<file path="config.mk">
export PLATFORM = sky130hd
export DESIGN_NAME = regfile_hostport
export DESIGN_NICKNAME = d
export VERILOG_FILES = /design/src/rtl/regfile_pkg.sv /design/src/rtl/regfile_host_fsm.sv /design/src/rtl/regfile_hostport.sv
export SDC_FILE = /design/constraint.sdc
export NUM_CORES = 1
export LEC_CHECK = 0
export ABC_AREA = 1
export CAP_MARGIN = 20
export CORE_MARGIN = 4
export CORE_UTILIZATION = 60
export DETAILED_ROUTE_END_ITERATION = 10
export GPL_TIMING_DRIVEN = 0
export PLACE_DENSITY = 0.92
export SYNTH_ARGS = -nofsm -noshare
export SYNTH_HDL_FRONTEND = slang
export SYNTH_SLANG_ARGS = --single-unit
</file>
<file path="constraint.sdc">
create_clock -name clk -period 4.3 [get_ports clk]
set_clock_uncertainty 0.2 [all_clocks]
set_input_delay 1.075 -clock clk [delete_from_list [all_inputs] [get_ports clk]]
set_output_delay 1.075 -clock clk [all_outputs]
set_load 0.01 [all_outputs]
</file>
<file path="src/rtl/regfile_pkg.sv">
// ============================================================================
// regfile_pkg : shared types and helpers for the host-port register file
// Rev 1.0
// ============================================================================
`default_nettype none

package regfile_pkg;

  typedef enum logic [1:0] {
    IDLE  = 2'd0,
    WDATA = 2'd1,
    RDATA = 2'd2
  } host_state_e;

  localparam int CMD_WRITE_BIT = 7;

  function automatic int nbytes(input int xlen);
    return xlen / 8;
  endfunction

endpackage

`default_nettype wire

</file>
<file path="src/rtl/regfile_host_fsm.sv">
// ============================================================================
// regfile_host_fsm : byte-serial host command decode, byte counter, shift
// buffer and write-request generation.  Rev 1.0
// ============================================================================
`default_nettype none

module regfile_host_fsm
  import regfile_pkg::*;
#(
  parameter int XLEN = 16,
  parameter int AW   = 3
) (
  input  logic            clk,
  input  logic            rst_n,
  input  logic [7:0]      host_in,
  input  logic            host_valid,
  output logic [AW-1:0]   cmd_idx,
  input  logic [XLEN-1:0] snap_dat,
  output logic [7:0]      host_out,
  output logic            host_out_valid,
  output logic            busy,
  output logic            wr_req,
  output logic [AW-1:0]   wr_idx,
  output logic [XLEN-1:0] wr_dat
);

  localparam int NB = nbytes(XLEN);
  localparam int CW = $clog2(NB) + 1;
  localparam logic [CW-1:0] LAST = CW'(NB - 1);

  host_state_e     state;
  logic [CW-1:0]   cnt;
  logic [XLEN-1:0] shbuf;
  logic [AW-1:0]   idx_q;
  logic [XLEN-1:0] byte_ext;
  logic [XLEN-1:0] shift_in;

  // Bytes arrive LSB first: each new byte enters at the top and the buffer
  // shifts down, so after NB bytes the first byte sits in bits [7:0].
  assign byte_ext = XLEN'(host_in);
  assign shift_in = (shbuf >> 8) | (byte_ext << (XLEN - 8));

  assign cmd_idx = host_in[AW-1:0];
  assign wr_req  = (state == WDATA) && host_valid && (cnt == LAST);
  assign wr_idx  = idx_q;
  assign wr_dat  = shift_in;

  always_ff @(posedge clk) begin
    if (!rst_n) begin
      state          <= IDLE;
      cnt            <= '0;
      shbuf          <= '0;
      idx_q          <= '0;
      host_out       <= '0;
      host_out_valid <= 1'b0;
      busy           <= 1'b0;
    end else begin
      case (state)
        IDLE: begin
          if (host_valid) begin
            idx_q <= host_in[AW-1:0];
            cnt   <= '0;
            busy  <= 1'b1;
            if (host_in[CMD_WRITE_BIT]) begin
              state <= WDATA;
            end else begin
              // First byte goes out immediately; the rest stays snapshotted.
              state          <= RDATA;
              host_out       <= snap_dat[7:0];
              host_out_valid <= 1'b1;
              shbuf          <= snap_dat >> 8;
            end
          end
        end

        WDATA: begin
          if (host_valid) begin
            shbuf <= shift_in;
            if (cnt == LAST) begin
              state <= IDLE;
              busy  <= 1'b0;
              cnt   <= '0;
            end else begin
              cnt <= cnt + 1'b1;
            end
          end
        end

        RDATA: begin
          if (cnt == LAST) begin
            state          <= IDLE;
            busy           <= 1'b0;
            cnt            <= '0;
            host_out       <= '0;
            host_out_valid <= 1'b0;
          end else begin
            host_out <= shbuf[7:0];
            shbuf    <= shbuf >> 8;
            cnt      <= cnt + 1'b1;
          end
        end

        default: begin
          state          <= IDLE;
          busy           <= 1'b0;
          cnt            <= '0;
          host_out       <= '0;
          host_out_valid <= 1'b0;
        end
      endcase
    end
  end

endmodule

`default_nettype wire

</file>
<file path="src/rtl/regfile_hostport.sv">
// ============================================================================
// regfile_hostport : NREGS x XLEN register file with two read ports, one core
// write port and a byte-serial host load/dump port.  Rev 1.0
// ============================================================================
`default_nettype none

module regfile_hostport
  import regfile_pkg::*;
#(
  parameter int XLEN    = 16,
  parameter int NREGS   = 8,
  parameter int ZERO_R0 = 1
) (
  input  logic                     clk,
  input  logic                     rst_n,
  input  logic [$clog2(NREGS)-1:0] src1,
  input  logic [$clog2(NREGS)-1:0] src2,
  output logic [XLEN-1:0]          src1_dat,
  output logic [XLEN-1:0]          src2_dat,
  input  logic [$clog2(NREGS)-1:0] tgt,
  input  logic [XLEN-1:0]          tgt_dat,
  input  logic                     tgt_we,
  input  logic [7:0]               host_in,
  input  logic                     host_valid,
  output logic [7:0]               host_out,
  output logic                     host_out_valid,
  output logic                     busy
);

  localparam int AW = $clog2(NREGS);

  logic [XLEN-1:0] regs [NREGS];

  logic [AW-1:0]   cmd_idx;
  logic [XLEN-1:0] snap_dat;
  logic            wr_req;
  logic [AW-1:0]   wr_idx;
  logic [XLEN-1:0] wr_dat;
  logic            core_ok;
  logic            host_ok;

  generate
    if (ZERO_R0 != 0) begin : g_zero_r0
      assign src1_dat = (src1 == '0)    ? '0 : regs[src1];
      assign src2_dat = (src2 == '0)    ? '0 : regs[src2];
      assign snap_dat = (cmd_idx == '0) ? '0 : regs[cmd_idx];
      assign core_ok  = tgt_we && (tgt != '0);
      assign host_ok  = wr_req && (wr_idx != '0);
    end else begin : g_plain_r0
      assign src1_dat = regs[src1];
      assign src2_dat = regs[src2];
      assign snap_dat = regs[cmd_idx];
      assign core_ok  = tgt_we;
      assign host_ok  = wr_req;
    end
  endgenerate

  // The host commit is written last so it wins a same-index collision.
  always_ff @(posedge clk) begin
    if (!rst_n) begin
      for (int i = 0; i < NREGS; i++) begin
        regs[i] <= '0;
      end
    end else begin
      if (core_ok) begin
        regs[tgt] <= tgt_dat;
      end
      if (host_ok) begin
        regs[wr_idx] <= wr_dat;
      end
    end
  end

  regfile_host_fsm #(
    .XLEN (XLEN),
    .AW   (AW)
  ) u_host_fsm (
    .clk            (clk),
    .rst_n          (rst_n),
    .host_in        (host_in),
    .host_valid     (host_valid),
    .cmd_idx        (cmd_idx),
    .snap_dat       (snap_dat),
    .host_out       (host_out),
    .host_out_valid (host_out_valid),
    .busy           (busy),
    .wr_req         (wr_req),
    .wr_idx         (wr_idx),
    .wr_dat         (wr_dat)
  );

endmodule

`default_nettype wire

</file>
==> summary.md <==
| Metric | Value |
|---|---|
| CTS max path bufs | `2` |
| Multiplexer share of the synthesized area | `0%` |
| Min Tclk post-route | `4.26 ns` |
| Simple-Gate Fraction of Synth Area | `23.6%` |
| Worst path max stage delay | `0.57 ns` |
| Synth-to-Final Area Change | `17.5%` |
| Worst path top cell family by delay | `buffers and inverters` |
| Fraction of layout cells with a size suffix above 1 | `6.35%` |
| Met3 usage | `12.4%` |
| DRC errors left | `0` |
| XOR/XNOR Fraction of Synth Area | `0%` |
| Pre-CTS setup slack | `-0.778 ns` |
| PD cells | `421 nW/um^2` |
| Vias | `11400` |
| Total Wirelength | `41000 um` |
| Slowest-stage cell, CP | `clkdlybuf4s50_1` |
| RSZ-0062 raised after global routing | `no` |
| Hold depth | `2` |
| Root buf cell | `clkbuf_16` |
| Vias in the first global route | `10700` |
| GR Util met1 | `55.5%` |
| Clock Sinks | `161` |
| Post-route ant nets | `0` |
| Largest net degree at the start of global routing | `26` |
| Seq/Total Area, Yosys | `44.3%` |
| Met2 GRT Util | `64.7%` |
| Initial drt markers | `2590` |
| Number of synthesis warnings | `0` |
| CP max FO | `10` |
| Final instance area | `11900 sq um` |
| Core area | `16600 sq um` |
| Register bit total from synthesis | `161` |
| Die Footprint | `19100 sq um` |
| Endpoints failing setup | `0` |
| Final core utilization | `72.0%` |
| Startpoint types | `input pin` |
| Net count, final | `1524` |
| CP cell instances | `clkdlybuf4s50_1 > inv_1 > clkbuf_2 > o21ai_0 > a31oi_1 > clkdlybuf4s50_1` |
| CP Capture Type | `output port` |
| Cell row count | `47` |
| Min-delay src | `u_host_fsm.cnt[1]$_SDFFE_PN0P_` |
| Worst R2R Start | `u_host_fsm.state[1]$_SDFFE_PN0P_` |
| Primary FF master, synth | `edfxtp_1` |
| Post-synth ARST share | `0%` |
| Placed cell area | `11200 sq um` |
| Reg-to-reg endpoint | `regs[4][8]$_DFFE_PP_` |
| Slew of the pin with the lowest slew margin | `1.04 ns` |
| Syn Std Cell Area | `10200 sq um` |
| Cell repeated most along the worst path | `clkdlybuf4s50_1` |
| IO buf count | `74` |
| F_max | `235 MHz` |
| Via density | `6.63` |
| Clock transition at path regs | `0.07 ns` |
| Max-Cap Viols | `0` |
| Boundary Pins | `79` |
| Worst vdd ir | `0.000421 V` |
| Cell count after synthesis | `1375` |
| CP required | `3.02 ns` |
| Initial antenna violation count | `0` |
| Leading cell type in the layout, fill and taps excluded | `nand2_1` |
| TritonCTS Buffers | `17` |
| Starting density of the core | `61.3%` |
| Tot GR Track Use | `42.0%` |
| # diodes | `0` |
| CTS tree | `done` |
| Global-route wire length before repair | `62400 um` |
| Setup bufs post-CTS | `0` |
| Htree depth | `4` |
| WL/cell | `23.9 um` |
| TritonRoute pass-1 iters | `8` |
| Die Ht | `138 um` |
| Number of enable flip-flop cells after synthesis | `128` |
| Reg2Reg Depth | `7` |
| Hpwl dp | `31400 um` |
| Hold path endpoint | `u_host_fsm.cnt[1]$_SDFFE_PN0P_` |
| GP Congestion | `1.03` |
| Pins over their slew limit | `0` |
| Register Area | `4500 sq um` |
| Final Hold Viols | `0` |
| Buffers & Inverters on Critical Path | `4` |
| Pleak | `4.93 nW` |
| Congestion Overflow GR | `0` |
| Fillers | `1339` |
| Final period util | `99.0%` |
| Post-synthesis adder-cell area fraction | `0.492%` |
| WS Path Type | `input pin to output port` |
| Gr busiest metal | `met2` |
| Footprint of the multi-input gates | `4860 sq um` |
| Final Worst Setup Slack | `0.0430 ns` |
| Netlist cell types | `32` |
| Power Total | `5.03 mW` |
| Outcome | `complete, no violations` |
| Synth top area share | `37.8%` |
| Max_slew headroom | `30.6%` |
| R2R setup slack | `1.22 ns` |
| Synth Area per Inst | `7.39 sq um` |
| Cell accounting for the most synthesized area | `edfxtp_1` |
| CP arrival | `2.98 ns` |
| Die X | `138 um` |
| Most frequent cells in the layout | `301 x nand2_1, 209 x o21ai_0, 186 x nand3_1, 128 x edfxtp_1, 122 x a21oi_1` |
| Largest family of logic cells by synthesized area | `simple AND/OR/NAND/NOR gates` |
| Clock Latency Late Sink | `0.45 ns` |
| Hold crit path type | `flip-flop to flip-flop` |
| Post-synthesis compound-gate area fraction | `23.0%` |
| Synth area leaders | `edfxtp_1 38%, nand2_1 11%, o21ai_0 10%` |
==> metal layers <==
metal / vias up / wire length (um) / part of all wire (%)
met5: - / 0 / 0
met3: 216 / 6850 / 17
met4: 0 / 2150 / 5.2
li1: 5003 / - / -
met2: 1178 / 17800 / 43
met1: 4984 / 14200 / 35
==> worst max path at each step <==
stage,startpoint,to,slack (ns),depth (start not counted)
5_1_grt,src1[2],src1_dat[3],0.002,6
3_5_place_dp,src2[0],src2_dat[11],-0.78,7
6_report,src1[2],src1_dat[5],0.04,6
2_1_floorplan,src2[1],src2_dat[10],0.74,5
3_3_place_gp,src2[0],src2_dat[11],-0.80,7
4_1_cts,src1[2],src1_dat[12],0.02,7
==> stage by stage <==
step	TNS, ns	instances	hold slack [ns]
after global routing	0	1716	0.275
final	0	1716	0.247
after detailed placement	-19.98	1684	0.239
after global placement	-20.32	1684	0.226
after CTS	0	1716	0.248
after floorplan	0	1390	0.215
==> Yosys cell counts (all sizes together), types with 2 or more instances <==
cell type	n
clkinv	5
o21ai	214
o2111ai	3
nor2	54
nand4	7
nor3	2
nand2	304
ha	4
o211ai	43
a31oi	39
a211oi	9
clkbuf	77
inv	113
buf	26
dfxtp	33
edfxtp	128
a21oi	122
nand3	188
==> sequential cells by signal (all words and copies together) (netlist names) <==
register                   count
regs                         128
u_host_fsm.busy                1
u_host_fsm.cnt                 2
u_host_fsm.host_out            8
u_host_fsm.host_out_valid      1
u_host_fsm.shbuf              16
u_host_fsm.state               2
u_host_fsm.wr_idx              3
==> timing repair <==
action	4_1_cts	5_1_grt
cloned	0	0
endpoints found under the setup margin	32	23
gates resized for setup	54	30
hold buffers	0	0
==> cells by family (layout without fill, tap and decap cells) <==
family                   Yosys count  in the layout
AO/OA/AOI/OAI                    430            430
adder cells (fa/ha/maj)            4              4
buffers and inverters            221            327
flip-flops                       161            161
other                              1             16
AND/OR/NAND/NOR                  558            558
==> worst register-to-register path, delay by kind of cell (launching register included) <==
family / cells / cell delay [ns]
flip-flops: 1 / 0.38
adder cells (fa/ha/maj): 1 / 0.19
AND/OR/NAND/NOR: 3 / 1.16
buffers and inverters: 3 / 0.61
==> power by group <==
part	switching (mW)	total [mW]	internal [mW]
clock	0.703	1.56	0.860
sequential	0.166	2.02	1.86
combinational	1.00	1.44	0.435
==> area by class of cell <==
cell class	instances	share of cell area [%]
repair buffers	74	6.33
inverters	118	3.80
well taps	220	2.31
clock buffers	22	4.25
plain buffers	103	4.16
flip-flops and latches	161	37.7
clock inverters	10	0.702
multi-input cells	1008	40.7
Power figures use the tool's default switching activity.
